<file path="config.mk">
export PLATFORM = sky130hd
export DESIGN_NAME = csi_rgb888_packer
export DESIGN_NICKNAME = d
export VERILOG_FILES = /design/src/rtl/csi_rgb888_packer.sv
export SDC_FILE = /design/constraint.sdc
export NUM_CORES = 1
export LEC_CHECK = 0
export ABC_AREA = 1
export BUFFER_PORTS_ARGS = -buffer_cell sky130_fd_sc_hd__clkbuf_2
export CAP_MARGIN = 20
export CORE_UTILIZATION = 25
export CTS_BUF_LIST = sky130_fd_sc_hd__clkbuf_16
export CTS_CLUSTER_SIZE = 30
export DETAILED_ROUTE_END_ITERATION = 10
export GPL_ROUTABILITY_DRIVEN = 0
export PLACE_DENSITY = 0.44
export RECOVER_POWER = 50
export SLEW_MARGIN = 20
export SYNTH_ARGS = -nofsm -noshare
export SYNTH_HDL_FRONTEND = slang
export SYNTH_SLANG_ARGS = --single-unit
</file>
<file path="constraint.sdc">
create_clock -name clk -period 3.68 [get_ports clk]
set_input_delay 0.552 -clock clk [delete_from_list [all_inputs] [get_ports clk]]
set_output_delay 0.552 -clock clk [all_outputs]
set_load 0.03 [all_outputs]
</file>
<file path="src/rtl/csi_rgb888_packer.sv">
// csi_rgb888_packer: raster pixels to CSI-2 token stream (FS/LS/DATA/LE/FE) through a FWFT output FIFO.
// Define CSI_PACK_SWAP_RB_EN to pack each pixel as R,G,B instead of the standard B,G,R.
module csi_rgb888_packer #(
  parameter int FIFO_AW = 4,
  parameter int LC_W    = 16
) (
  input  logic        clk,
  input  logic        rst_n,
  input  logic [7:0]  pix_r,
  input  logic [7:0]  pix_g,
  input  logic [7:0]  pix_b,
  input  logic        pix_de,
  input  logic        pix_vsync,
  output logic [2:0]  out_kind,
  output logic [31:0] out_data,
  output logic        out_valid,
  input  logic        out_ready,
  output logic        ovf_err,
  output logic        frm_err
);
  localparam logic [2:0] K_DATA = 3'd0, K_FS = 3'd1, K_FE = 3'd2, K_LS = 3'd3, K_LE = 3'd4;
  localparam int DEPTH = 1 << FIFO_AW;
  typedef enum logic [2:0] {IDLE, FRAME, LINE, FLUSH, LEND, FEND} st_e;
  st_e st_q;
  logic [7:0] r_q, g_q, b_q;
  logic de_q, vs_q, de_p_q, vs_p_q;
  logic [23:0] px;
  logic [47:0] acc_q, acc_ins, acc_d;
  logic [2:0] cnt_q, cnt_ins, cnt_d;
  logic word_rdy, vs_rise, de_rise, in_gap, trunc_q;
  logic [15:0] fn_q, fn_d, ln_q, ln_d, bc;
  logic [LC_W-1:0] pc_q;
  logic tv_q;
  logic [2:0] tk_q;
  logic [31:0] td_q;
  logic [34:0] mem [DEPTH];
  logic [FIFO_AW-1:0] wp_q, rp_q;
  logic [FIFO_AW:0] fc_q;
  logic rd, full, wr_ok;
  always_ff @(posedge clk or negedge rst_n)
    if (!rst_n) begin
      r_q <= '0;
      g_q <= '0;
      b_q <= '0;
      de_q <= 1'b0;
      vs_q <= 1'b0;
      de_p_q <= 1'b0;
      vs_p_q <= 1'b0;
    end else begin
      r_q <= pix_r;
      g_q <= pix_g;
      b_q <= pix_b;
      de_q <= pix_de;
      vs_q <= pix_vsync;
      de_p_q <= de_q;
      vs_p_q <= vs_q;
    end
`ifdef CSI_PACK_SWAP_RB_EN
  assign px = {b_q, g_q, r_q};
`else
  assign px = {r_q, g_q, b_q};
`endif
  always_comb begin
    acc_ins = acc_q | ({24'd0, px} << {cnt_q, 3'b000});
    cnt_ins = cnt_q + 3'd3;
    word_rdy = cnt_ins >= 3'd4;
    acc_d = word_rdy ? {32'd0, acc_ins[47:32]} : acc_ins;
    cnt_d = word_rdy ? cnt_ins - 3'd4 : cnt_ins;
    fn_d = (fn_q == 16'hFFFF) ? 16'd1 : fn_q + 16'd1;
    ln_d = ln_q + 16'd1;
    bc = 16'(pc_q * 3);
    vs_rise = vs_q & ~vs_p_q;
    de_rise = de_q & ~de_p_q;
    in_gap = (st_q == FLUSH) | (st_q == LEND) | (st_q == FEND);
  end
  // trunc_q marks de still high from a line cut short by vsync; that tail is dropped silently
  always_ff @(posedge clk or negedge rst_n)
    if (!rst_n) begin
      st_q <= IDLE;
      fn_q <= '0;
      ln_q <= '0;
      pc_q <= '0;
      acc_q <= '0;
      cnt_q <= '0;
      tv_q <= 1'b0;
      tk_q <= K_DATA;
      td_q <= '0;
      trunc_q <= 1'b0;
      frm_err <= 1'b0;
    end else begin
      tv_q <= 1'b0;
      if (!de_q) trunc_q <= 1'b0;
      if (de_q && !trunc_q && in_gap) frm_err <= 1'b1;
      case (st_q)
        IDLE: if (vs_rise) begin
          tv_q <= 1'b1;
          tk_q <= K_FS;
          td_q <= {16'd0, fn_d};
          fn_q <= fn_d;
          ln_q <= '0;
          st_q <= FRAME;
        end
        FRAME: if (!vs_q) st_q <= FEND;
        else if (de_rise) begin
          tv_q <= 1'b1;
          tk_q <= K_LS;
          td_q <= {16'd0, ln_d};
          ln_q <= ln_d;
          acc_q <= acc_d;
          cnt_q <= cnt_d;
          pc_q <= pc_q + 1'b1;
          st_q <= LINE;
        end
        LINE: if (de_q && vs_q) begin
          acc_q <= acc_d;
          cnt_q <= cnt_d;
          pc_q <= pc_q + 1'b1;
          tv_q <= word_rdy;
          tk_q <= K_DATA;
          td_q <= acc_ins[31:0];
        end else begin
          trunc_q <= de_q;
          st_q <= FLUSH;
        end
        FLUSH: begin
          tv_q <= cnt_q != 3'd0;
          tk_q <= K_DATA;
          td_q <= acc_q[31:0];
          acc_q <= '0;
          cnt_q <= '0;
          st_q <= LEND;
        end
        LEND: begin
          tv_q <= 1'b1;
          tk_q <= K_LE;
          td_q <= {bc, 16'h0};
          pc_q <= '0;
          st_q <= vs_q ? FRAME : FEND;
        end
        FEND: begin
          tv_q <= 1'b1;
          tk_q <= K_FE;
          td_q <= {16'd0, fn_q};
          st_q <= IDLE;
        end
        default: st_q <= IDLE;
      endcase
    end
  assign out_valid = fc_q != '0;
  assign rd = out_valid & out_ready;
  assign full = fc_q == (FIFO_AW + 1)'(DEPTH);
  assign wr_ok = tv_q & (~full | rd);
  assign {out_kind, out_data} = out_valid ? mem[rp_q] : 35'd0;
  always_ff @(posedge clk)
    if (wr_ok) mem[wp_q] <= {tk_q, td_q};
  always_ff @(posedge clk or negedge rst_n)
    if (!rst_n) begin
      wp_q <= '0;
      rp_q <= '0;
      fc_q <= '0;
      ovf_err <= 1'b0;
    end else begin
      if (wr_ok) wp_q <= wp_q + 1'b1;
      if (rd) rp_q <= rp_q + 1'b1;
      fc_q <= fc_q + (FIFO_AW + 1)'(wr_ok) - (FIFO_AW + 1)'(rd);
      if (tv_q && !wr_ok) ovf_err <= 1'b1;
    end
endmodule

</file>
Yosys cells after proc, flatten, opt, wreduce, memory -nomap -nowiden --
Memories as Yosys holds them, arrays and structs flattened. Index checks and enable logic that the tools add are counted.
Operators by class: bitwise gates (word level) 11, shift operators 1, equality and inequality tests 13, order comparisons 1, reduce and logical (&&, ||, !) cells 20, $mul 1, add/sub/neg operators 9, muxes and demuxes 45
Operators by type and width (number):
- $mux 48 | 4
- $pmux 32 s6 | 1
- $pmux 48 s3 | 1
- $mux 32 | 4
- $mux 16 | 7
- $add 16x1->16 const B | 3
- $or 48x48->48 | 1
- $pmux 16 s3 | 1
- $shl 24x6->48 | 1
- $mux 3 | 12
- $mux 35 | 1
- $pmux 16 s2 | 1
- $pmux 3 s6 | 1
- $eq 16x16->1 const B | 1
- $mul 16x2->16 const B | 1
- $pmux 3 s5 | 1
- $reduce_and 4->1 | 3
- $ne 2x2->1 const B | 5
- $mux 1 | 9
- $pmux 3 s3 | 1
- $reduce_bool 3->1 | 3
- $add 4x1->4 const B | 2
- $eq 3x2->1 const B | 2
- $eq 3x3->1 const B | 2
- other kinds (22) | 33
Storage, ports and cells: bits in writable memories 560, output and inout bits 38, register bits after elaboration 182, word-level logic and storage cells 124, input port bits 29, memories kept 1
Memory list:
- mem | words 16, bits a word 35, rd ports 1, clocked after Yosys merged registers in 0, wr ports 1, line 36 | logic [34:0] mem [DEPTH];

Logic depth before layout (Yosys ltp) --
Gate-level depths: netlist of run 1.
depth in word-level cells 6, depth in mapped cells 17, gate-level depth less buffers 17

Worst setup path before layout of run 1 --
Ideal clock, no wire load.
path kind reg2reg, start point reg fc_q[3], end point reg fc_q[4], stages on the path, launching flop included 18, setup slack 0.684 ns, data arrival time 2.916 ns, data required time 3.601 ns, clock period less this slack 2.996 ns, buffers on the path 0, library setup time 0.079 ns, cells stage by stage dfrtp_1 -> inv_1 -> ha_1 -> nand2_1 -> nor2_1 -> inv_1 -> nor2_1 -> inv_1 -> nand2_1 -> inv_1 -> ha_1 -> inv_1 -> ha_1 -> fa_1 -> a21oi_1 -> nor2_1 -> nor2_1 -> xor2_1
Between the ends: longest elaborated chain between the ends 6, elaborated cells between the ends (all ways) 8, those cells by class add/sub (2); eq/ne (1); bitwise (4); reduce/logical (1)
Ends and longest elaborated chain:
- start, declared | line 38 | logic [FIFO_AW:0] fc_q;
- start signal, assigned | line 165 | fc_q <= fc_q + (FIFO_AW + 1)'(wr_ok) - (FIFO_AW + 1)'(rd);
- $reduce_bool 5->1 * | line 149 | assign out_valid = fc_q != '0;
- via out_valid | line 16 | output logic out_valid,
- $and 1x1->1 * | line 150 | assign rd = out_valid & out_ready;
- $or 1x1->1 | line 152 | assign wr_ok = tv_q & (~full | rd);
- $and 1x1->1 | line 152
- $add 5x1->5 | line 165
- $sub 5x1->5 * | line 165
The timed path passes the listed nets; every way through them passes the cells marked *. A chain may end at the register's enable or synchronous reset.

Final worst setup path of run 1 --
start point reg rp_q[0], end point out out_data[6]
Between the ends: longest elaborated chain between the ends 2
Ends and longest elaborated chain:
- start, declared | line 37 | logic [FIFO_AW-1:0] wp_q, rp_q;
- start signal, assigned | line 164 | if (rd) rp_q <= rp_q + 1'b1;
- $mem_v2 16x35
- $mux 35 | line 153 | assign {out_kind, out_data} = out_valid ? mem[rp_q] : 35'd0;
- end, declared | line 15 | output logic [31:0] out_data,
Every way passes these cells.

==> results of run 1 <==
kinds of logic (layout without fill, tap and decap cells):
| family | count (synthesis) | after routing | synth area share |
|---|---|---|---|
| buf+inv | 335 | 456 | 0.0409 |
| compound gates | 750 | 750 | 0.138 |
| flops | 742 | 742 | 0.666 |
| other cells | 0 | 1 | 0 |
| xor+xnor | 28 | 28 | 0.00788 |
| fa+ha+maj | 34 | 34 | 0.0137 |
| simple gates | 1039 | 1039 | 0.134 |
worst max-delay path, delay by kind of cell, from the launching register on:
kind	cells	cell delay, ps
compound gates	3	650
buf+inv	3	970
flops	1	530
simple gates	1	100
path summary, 6_finish.rpt:
check | startpoint | end | slack (ps) | cells after the start
max | rp_q[0] | out_data[6] | 140 | 7
min | pix_g[5] | g_q[5] | 30 | 1
max reg2reg | fc_q[2] | fc_q[4] | 760 | 17
min reg2reg | trunc_q | frm_err | 460 | 1
max in group asynchronous | rst_n | pc_q[0] | 450 | 3
min in group asynchronous | rst_n | r_q[7] | 1560 | 2
final cells by class:
class | instances | area [um^2]
clock buffers | 82 | 2050
inverters | 163 | 626
repair buffers | 144 | 1240
fillers | 13200 | 89900
multi-input cells | 1851 | 9540
flip-flops and latches | 742 | 21400
well taps | 1662 | 2080
diodes | 1 | 2.50
clock inverters | 67 | 677
cells in the final DEF (no fill, tap or decap), types with 82 or more instances in the layout:
cell type	synthesis	final
dfrtp_1	182	179
edfxtp_1	560	560
o21ai_0	417	417
clkbuf_16	0	82
a21oi_1	104	103
inv_1	151	165
nor2_1	390	373
o221ai_1	120	120
nand3_1	154	154
nand2_1	430	430
through the flow:
stage                     instances  utilization
after global routing           4711        0.295
after CTS                      4711        0.295
after floorplan                2928            -
after detailed placement       4548        0.272
final                          4712        0.295
after global placement         4548        0.272
layer usage:
metal / part of all wire / vias to the layer above
met5: 0 / -
met4: 0.018 / 0
met3: 0.046 / 117
met2: 0.44 / 522
met1: 0.49 / 11300
li1: - / 10600
repair_timing:
item                                    CTS  global route
hold buffers                             14             0
endpoints found under the hold margin    63             0
gates resized for setup                   0             4
endpoints found under the setup margin    0             5
power by group:
part | leakage (nW) | internal (W) | total, W | switching (W)
Combinational | 4.73 | 0.00309 | 0.0113 | 0.00816
Clock | 1.39 | 0.00481 | 0.00838 | 0.00357
Sequential | 7.48 | 0.0106 | 0.0117 | 0.00112
flip-flops by register name (all words and copies together) (netlist names), 3 cells and up:
register	cells
rp_q	4
b_q	8
acc_q	48
fn_q	16
g_q	8
wp_q	4
mem	560
tk_q	3
td_q	32
fc_q	5
st_q	3
cnt_q	3
ln_q	16
r_q	8
pc_q	16
==> run_results.csv, run 1 <==
group,metric,value,unit
min_path,hold_class,"input pin to flop",
synth,synthDistinctLibCells,49,
sta,finClkSkew,36.5,ps
clock_network,clock_path_buffers,3,
synth,yosys.area.top_type,"edfxtp_1",
synth,synth-seq-cells,742,
route,dr.pass1.iters,5,
layout,layout-drive-gt1-share,0.102,
route,first_iter_violations,2028,
power_and_ir_drop,power.total,0.0313,W
clock_network,cts_tree,"done",
critical_path,critPathLaunchType,"flop",
synth,ys_seq_area_frac,0.666,
sta,min_period,3540,ps
critical_path,slowest_stage,"dfrtp_4",
global_routing,grtUsageMet3,0.0210,
floorplan,start_util,0.252,
sta,period_share,0.961,
synth,yosys-top-cells-count,"edfxtp_1 (560), nand2_1 (430), o21ai_0 (417)",
route,wl,97.8,mm
critical_path,cp.arrival,2980,ps
clock_network,cts_made_buffers,81,
sta,setup_tns,0,ps
sta,hold_viol_final,0,
floorplan,dieWidth,360,um
critical_path,cp_cell_sequence,"inv_8, buf_4, o21ai_0, o221ai_1, nand3_1, a21oi_1, clkbuf_2",
clock_network,insertion_delay,650,ps
global_routing,grt_util_all_layers,0.149,
sta,holdWs,34.0,ps
sta,drv_slew,53,
power_and_ir_drop,ir_drop,0.000790,V
layout,nets,3046,
critical_path,critPathRequiredTime,3130,ps
clock_network,htreeDepth,3,
critical_path,cp_slowest_stage_delay,530,ps
route,routedWlPerCell,20.8,um
critical_path,cp-end-kind,"output port",
global_routing,grt_overflow,0,
floorplan,pin_count,67,
clock_network,cts.sinks,742,
sta,setup_ws,144,ps
layout,design_area,37600,um^2
route,ant_nets,0,
route,vias_per_cell,4.80,
route,drcViolationCount,0,
placed_design,hpwl,55.7,mm
global_routing,grt_max_degree,145,
synth,synthArstFlopShare,0.245,
synth,synth_edf_count,560,
synth,synth.area.top_cells,"edfxtp_1 (52%), dfrtp_1 (14%), o21ai_0 (6.5%)",
run_status,violations,"capacitance limit, slew limit",
clock_network,clkTransAtPathRegs,60,ps
placed_design,place_area,34700,um^2
global_routing,grt-busiest-layer,"met2",
global_routing,grtUsageMet2,0.230,
synth,yosys_warnings,0,
power_and_ir_drop,p_leak,13.6,nW
placed_design,io_buffers,66,
synth,netlist_instances,2928,
floorplan,coreArea,128000,um^2
synth,synthFlopType,"edfxtp_1",
sta,relSlewSlack,-0.844,
sta,fmax,0.283,GHz
global_routing,grt_pass1_vias,22200,
synth,synthesis.area,32100,um^2
run_status,status,"finished, violations left",
synth,yosysMostFrequentCell,"edfxtp_1",
layout,area_growth,17.2,%
synth,syn-num-nets,2991,
global_routing,antenna_found_initial,4,
floorplan,dieArea,130000,um^2
synth,synth_top_area_frac,0.524,
floorplan,row_count,131,
job,drv_cap,1,
critical_path,cp_max_fo,58,
sta,worst_slew_pin_slew,2770,ps
sta,setup_viol_count_final,0,
critical_path,crit_type,"flop to output port",
global_routing,use_met1,0.220,
global_routing,grt_pass1_wl,147,mm
synth,avgSynthCellArea,11.0,um^2
sta,rsz0062_at_grt,"yes",
clock_network,cts-root-buf,"clkbuf_16",
power_and_ir_drop,power.density,834,nW/um^2
floorplan,fp.dieH,360,um
clock_network,postCtsSetupRepairBufs,0,
placed_design,dp_slack,730,ps
route,vias,22600,
Note: power is estimated with default switching activity, not from simulation.
==> run 2, diff against run 1 <==
--- a/config.mk
+++ b/config.mk
@@ -6,14 +6,15 @@
 export NUM_CORES = 1
 export LEC_CHECK = 0
 export ABC_AREA = 1
-export BUFFER_PORTS_ARGS = -buffer_cell sky130_fd_sc_hd__clkbuf_2
 export CAP_MARGIN = 20
 export CORE_UTILIZATION = 25
 export CTS_BUF_LIST = sky130_fd_sc_hd__clkbuf_16
 export CTS_CLUSTER_SIZE = 30
 export DETAILED_ROUTE_END_ITERATION = 10
+export DONT_BUFFER_PORTS = 1
 export GPL_ROUTABILITY_DRIVEN = 0
-export PLACE_DENSITY = 0.44
+export GPL_TIMING_DRIVEN = 0
+export PLACE_DENSITY = 0.43
 export RECOVER_POWER = 50
 export SLEW_MARGIN = 20
 export SYNTH_ARGS = -nofsm -noshare
==> run 2 against run 1 <==
  * The flow finishes with violations (hold timing)
  * Sequential power is essentially flat
  * Global-route usage grew 2.1 points
  * Cell count rose by 2.1%
  * Power is 8.0% higher
  * Die area is the same
  * Combinational power increased by 18%
  * Clock skew is 2.7 ps higher
==> run_results.csv, run 2 (same netlist as run 1, synthesis figures left out) <==
group,metric,value,unit
critical_path,cp_slowest_stage_delay,410,ps
sta,period_share,0.993,
floorplan,dieWidth,360,um
critical_path,crit_type,"flop to output port",
route,wl,112,mm
critical_path,cp_cell_sequence,"clkbuf_4, inv_1, buf_6, clkbuf_4, o21ai_0, o221ai_1, nand3_1, a21oi_4",
clock_network,cts_made_buffers,87,
clock_network,cts_tree,"done",
global_routing,grt_max_degree,183,
clock_network,htreeDepth,3,
critical_path,critPathRequiredTime,3130,ps
layout,top_register,"mem",
run_status,violations,"hold timing",
layout,fill_cells,13000,
layout,largest_register_ff_count,560,
layout,nets,3139,
route,first_iter_violations,1938,
global_routing,grt_overflow,0,
sta,drv_slew,0,
sta,rsz0062_at_grt,"yes",
clock_network,insertion_delay,690,ps
power_and_ir_drop,power.total,0.0338,W
layout,final_common_cell,"edfxtp_1",
sta,min_period,3650,ps
critical_path,slowest_stage,"dfrtp_1",
floorplan,start_util,0.252,
global_routing,grt_util_all_layers,0.170,
placed_design,hpwl,77.7,mm
clock_network,cts_hold_buffers,26,
route,routedWlPerCell,23.2,um
sta,fmax,0.274,GHz
global_routing,use_met1,0.232,
clock_network,clkTransAtPathRegs,60,ps
sta,relSlewSlack,0.251,
route,dr.pass1.iters,6,
power_and_ir_drop,ir_drop,0.000449,V
critical_path,cpMostUsedCell,"clkbuf_4",
floorplan,dieArea,130000,um^2
global_routing,grt-busiest-layer,"met2",
sta,hold_viol_final,182,
critical_path,cp_max_fo,10,
placed_design,io_buffers,0,
floorplan,pin_count,67,
sta,worst_slew_pin_slew,1120,ps
route,vias,23200,
global_routing,grtUsageMet3,0.0241,
floorplan,fp.dieH,360,um
layout,most-common-layout-cells,"edfxtp_1 (560), nand2_1 (430), o21ai_0 (414)",
critical_path,cp.arrival,3100,ps
floorplan,coreArea,128000,um^2
sta,finClkSkew,39.3,ps
global_routing,grt_pass1_vias,22800,
route,drcViolationCount,0,
critical_path,cp-end-kind,"output port",
layout,area_growth,21.3,%
global_routing,grt_pass1_wl,162,mm
route,ant_nets,0,
floorplan,row_count,131,
min_path,hold_class,"input pin to async pin",
job,drv_cap,0,
clock_network,clock_path_buffers,3,
sta,setup_viol_count_final,0,
layout,top_regs,"mem (560), acc_q (48), td_q (32)",
layout,layout-drive-gt1-share,0.124,
run_status,status,"finished, violations left",
clock_network,cts-root-buf,"clkbuf_16",
power_and_ir_drop,power.density,869,nW/um^2
sta,holdWs,-410,ps
global_routing,grtUsageMet2,0.279,
global_routing,antenna_found_initial,1,
power_and_ir_drop,p_leak,14.0,nW
sta,setup_tns,0,ps
critical_path,critPathLaunchType,"flop",
route,vias_per_cell,4.81,
clock_network,cts.sinks,742,
-- run 2: changes by cell type in the layout (fill, tap and decap cells not counted), moves of 11 or more --
cell	before	now
dlygate4sd3_1	14	26
a21oi_1	103	69
buf_4	40	16
buf_16	0	19
a21oi_4	0	34
buf_2	0	22
buf_1	0	11
clkbuf_1	0	49
-- run 2: critical path: cells and delay by family (launching register included) --
family                 cells  cell delay [ps]
buffers and inverters      4              850
AND/OR/NAND/NOR            1              290
AO/OA/AOI/OAI              3              860
flip-flops                 1              410
-- run 2: area by class of cell --
| cell class | instances | area [um^2] | share of cell area |
|---|---|---|---|
| clock buffers | 88 | 2200 | 0.0566 |
| clock inverters | 74 | 692 | 0.0178 |
| inverters | 163 | 612 | 0.0157 |
| diodes | 2 | 5.00 | 0.000129 |
| multi-input cells | 1851 | 10000 | 0.257 |
| flip-flops and latches | 742 | 21400 | 0.549 |
| repair buffers | 60 | 1060 | 0.0272 |
| plain buffers | 171 | 903 | 0.0232 |
| well taps | 1662 | 2080 | 0.0534 |
-- run 2: per-layer routing --
layer / up-vias / routed length (um)
li1: 10800 / -
met1: 11600 / 51300
met2: 600 / 52400
met3: 156 / 5250
met4: 0 / 2960
met5: - / 0
-- run 2: path summary, 6_finish.rpt --
check	cells after the start	slack (ps)	from	end
setup / recovery	8	30	rp_q[0]	out_data[23]
hold / removal	0	-410	rst_n	de_q
setup reg to reg	17	380	fc_q[2]	fc_q[4]
hold reg to reg	1	480	trunc_q	frm_err
max in group asynchronous	0	3650	rst_n	pc_q[11]
min in group clk	2	210	out_ready	ovf_err
-- run 2: power breakdown --
group	internal [W]	total, W	switching, W
Sequential	0.0106	0.0117	0.00114
Clock	0.00514	0.00884	0.00369
Combinational	0.00353	0.0133	0.00976
Total	0.0192	0.0338	0.0146
-- run 2: stage by stage --
stage          setup slack (ps)  area (um^2)  utilization  hold slack [ps]  cells
3_5_place_dp               -413        35100        0.275              280   4621
6_report                   26.3        38900        0.305             -410   4813
3_3_place_gp              -1730        34200        0.268              281   4590
4_1_cts                   -28.6        38800        0.304             -457   4811
5_1_grt                   -6.49        38900        0.305             -447   4811
2_1_floorplan               684        32100            -              256   2928
-- run 2: timing repair --
item | 4_1_cts | 5_1_grt
gates resized for setup | 170 | 47
endpoints found under the setup margin | 37 | 33
setup buffers | 3 | 0
gates cloned | 0 | 0
pin swaps | 14 | 16
endpoints found under the hold margin | 208 | 182
==> run 3, diff against run 2 <==
--- a/config.mk
+++ b/config.mk
@@ -6,15 +6,16 @@
 export NUM_CORES = 1
 export LEC_CHECK = 0
 export ABC_AREA = 1
+export BUFFER_PORTS_ARGS = -buffer_cell sky130_fd_sc_hd__clkbuf_2
 export CAP_MARGIN = 20
 export CORE_UTILIZATION = 25
 export CTS_BUF_LIST = sky130_fd_sc_hd__clkbuf_16
 export CTS_CLUSTER_SIZE = 30
 export DETAILED_ROUTE_END_ITERATION = 10
-export DONT_BUFFER_PORTS = 1
 export GPL_ROUTABILITY_DRIVEN = 0
 export GPL_TIMING_DRIVEN = 0
-export PLACE_DENSITY = 0.43
+export HOLD_SLACK_MARGIN = 0.1
+export PLACE_DENSITY = 0.44
 export RECOVER_POWER = 50
 export SLEW_MARGIN = 20
 export SYNTH_ARGS = -nofsm -noshare
==> run 3 against run 2 <==
  * The flow finishes with violations (capacitance limit, slew limit)
  * Sequential cell count unchanged
  * Via count up 0.98%
  * Clock skew down 14 ps
  * Routed wire length down 0.98%
  * Clock power down 7.2%
  * Sequential power about the same
  * Non-clock buffer count up 72
  * Sequential share of layout area about the same
  * Critical path depth up 1
  * Combinational power about the same
  * Largest power group unchanged
==> run_results.csv, run 3 (same netlist as run 1, synthesis figures left out) <==
group,metric,value,unit
sta,relSlewSlack,-0.0510,
layout,layout-drive-gt1-share,0.136,
critical_path,r2r-end,"acc_q[11]",
critical_path,cp-end-kind,"output port",
route,vias_per_cell,4.80,
critical_path,cp_cell_sequence,"buf_4, inv_1, buf_4, clkbuf_8, nor2_1, o221ai_1, nand3_1, a21oi_4, buf_2",
floorplan,dieArea,130000,um^2
clock_network,cts_made_buffers,82,
min_path,min_to,"ovf_err",
min_path,min_path_cells,3,
clock_network,insertion_delay,660,ps
clock_network,cts.sinks,742,
sta,worst_slew_pin_slew,1580,ps
critical_path,cp.arrival,3100,ps
sta,fmax,0.274,GHz
floorplan,row_count,131,
power_and_ir_drop,p_seq_frac,0.352,
floorplan,fp.dieH,360,um
min_path,hold_class,"input pin to flop",
sta,finClkSkew,25.7,ps
clock_network,cts_tree,"done",
critical_path,crit_type,"flop to output port",
layout,final_cells,4875,
route,vias,23400,
route,wl,111,mm
critical_path,cpMostUsedCell,"buf_4",
layout,final_common_cell,"edfxtp_1",
run_status,violations,"capacitance limit, slew limit",
layout,area_growth,21.3,%
floorplan,pin_count,67,
route,ant_nets,0,
power_and_ir_drop,p_sw_frac,0.433,
sta,hold_viol_final,0,
layout,largest_register_ff_count,560,
power_and_ir_drop,p_leak,14.2,nW
floorplan,coreArea,128000,um^2
placed_design,dp_cells,4690,
route,routedWlPerCell,22.7,um
power_and_ir_drop,p_int,0.0189,W
critical_path,cp_slowest_stage_delay,450,ps
global_routing,grt_overflow,0,
global_routing,grt_pass1_wl,162,mm
critical_path,slowest_stage,"dfrtp_1",
layout,final_util,0.305,
sta,drv_slew,58,
sta,holdWs,317,ps
route,first_iter_violations,2200,
placed_design,io_buffers,66,
global_routing,grt_pass1_vias,23000,
route,dr.pass1.iters,7,
floorplan,dieWidth,360,um
power_and_ir_drop,power.density,855,nW/um^2
critical_path,cp_max_fo,10,
placed_design,dp_slack,-120,ps
clock_network,htreeDepth,3,
min_path,hold_start,"out_ready",
critical_path,critPathLaunchType,"flop",
sta,period_share,0.992,
global_routing,antenna_found_initial,3,
critical_path,rrSetupSlack,520,ps
critical_path,reg2reg_depth,11,
clock_network,clock_path_buffers,3,
power_and_ir_drop,pwr-share-comb,0.402,
placed_design,hpwl,78.2,mm
sta,rsz0062_at_grt,"yes",
floorplan,start_util,0.252,
clock_network,clkTransAtPathRegs,60,ps
power_and_ir_drop,clock_power_share,0.246,
critical_path,critPathRequiredTime,3130,ps
job,drv_cap,1,
sta,setup_viol_count_final,0,
power_and_ir_drop,ir_drop,0.000448,V
sta,min_period,3650,ps
layout,top_register,"mem",
layout,most-common-layout-cells,"edfxtp_1 (560), nand2_1 (430), o21ai_0 (413)",
critical_path,reg2reg_from,"cnt_q[1]",
sta,setup_ws,28.3,ps
global_routing,grt_max_degree,64,
route,drcViolationCount,0,
global_routing,grt_util_all_layers,0.168,
layout,nets,3206,
layout,top_regs,"mem (560), acc_q (48), td_q (32)",
power_and_ir_drop,p_sw,0.0144,W
clock_network,cts-root-buf,"clkbuf_16",
run_status,status,"finished, violations left",
## run 3: area by class of cell
| class | count | area, um^2 |
|---|---|---|
| Fill cell | 13100 | 88600 |
| Multi-Input combinational cell | 1851 | 9770 |
| Timing Repair Buffer | 131 | 1500 |
| Antenna cell | 1 | 2.50 |
| Inverter | 163 | 612 |
| Buffer | 172 | 941 |
| Clock inverter | 69 | 567 |
| Tap cell | 1662 | 2080 |
| Sequential cell | 742 | 21400 |
| Clock buffer | 84 | 2100 |
## run 3: how the worst max path moves through the flow
stage | from | to | slack, ps | depth (start not counted)
after floorplan | fc_q[3] | fc_q[4] | 680 | 17
after global placement | rst_n | wp_q[2] | -2000 | 1
after detailed placement | rp_q[1] | out_data[24] | -120 | 8
after CTS | rp_q[0] | out_data[0] | 2 | 9
after global routing | rp_q[0] | out_data[11] | -20 | 10
final | rp_q[0] | out_data[30] | 30 | 9
## run 3: repair_timing
action                                 4_1_cts  5_1_grt
hold buffers                                27        0
setup endpoints to repair                   36       32
pin swaps                                    6        9
endpoints found under the hold margin       83        0
gates resized for setup                    147       76
setup buffers                                0        4
## run 3: power groups by stage
| stage | registers (W) | logic (W) | clock network [W] |
|---|---|---|---|
| global route | 0.0118 | 0.0144 | 0.00871 |
| detailed placement | 0.0119 | 0.0127 | 0 |
| finish | 0.0117 | 0.0134 | 0.00820 |
| CTS | 0.0117 | 0.0132 | 0.00838 |
| floorplan | 0.0113 | 0.00734 | 0 |
| global placement | 0.0119 | 0.0123 | 0 |
## run 3: worst max-delay path, delay by kind of cell, from the launching register on
family / cells / cell delay, ps
compound gates: 2 / 590
buf+inv: 5 / 1090
flops: 1 / 450
simple gates: 2 / 290
## run 3: routing by layer
layer / track usage / wire length (um) / up-vias
li1: - / - / 11000
met1: 0.228 / 49900 / 11600
met2: 0.278 / 52300 / 676
met3: 0.0250 / 5670 / 149
met4: 0.0473 / 2850 / 0
met5: 0 / 0 / -
## run 3: per-stage QoR
step | setup TNS [ps] | total power (W) | area [um^2]
4_1_cts | 0 | 0.0333 | 38800
6_report | 0 | 0.0333 | 38900
2_1_floorplan | 0 | 0.0187 | 32100
3_3_place_gp | -1191990 | 0.0243 | 34500
3_5_place_dp | -587 | 0.0245 | 35500
5_1_grt | -59.6 | 0.0350 | 38900
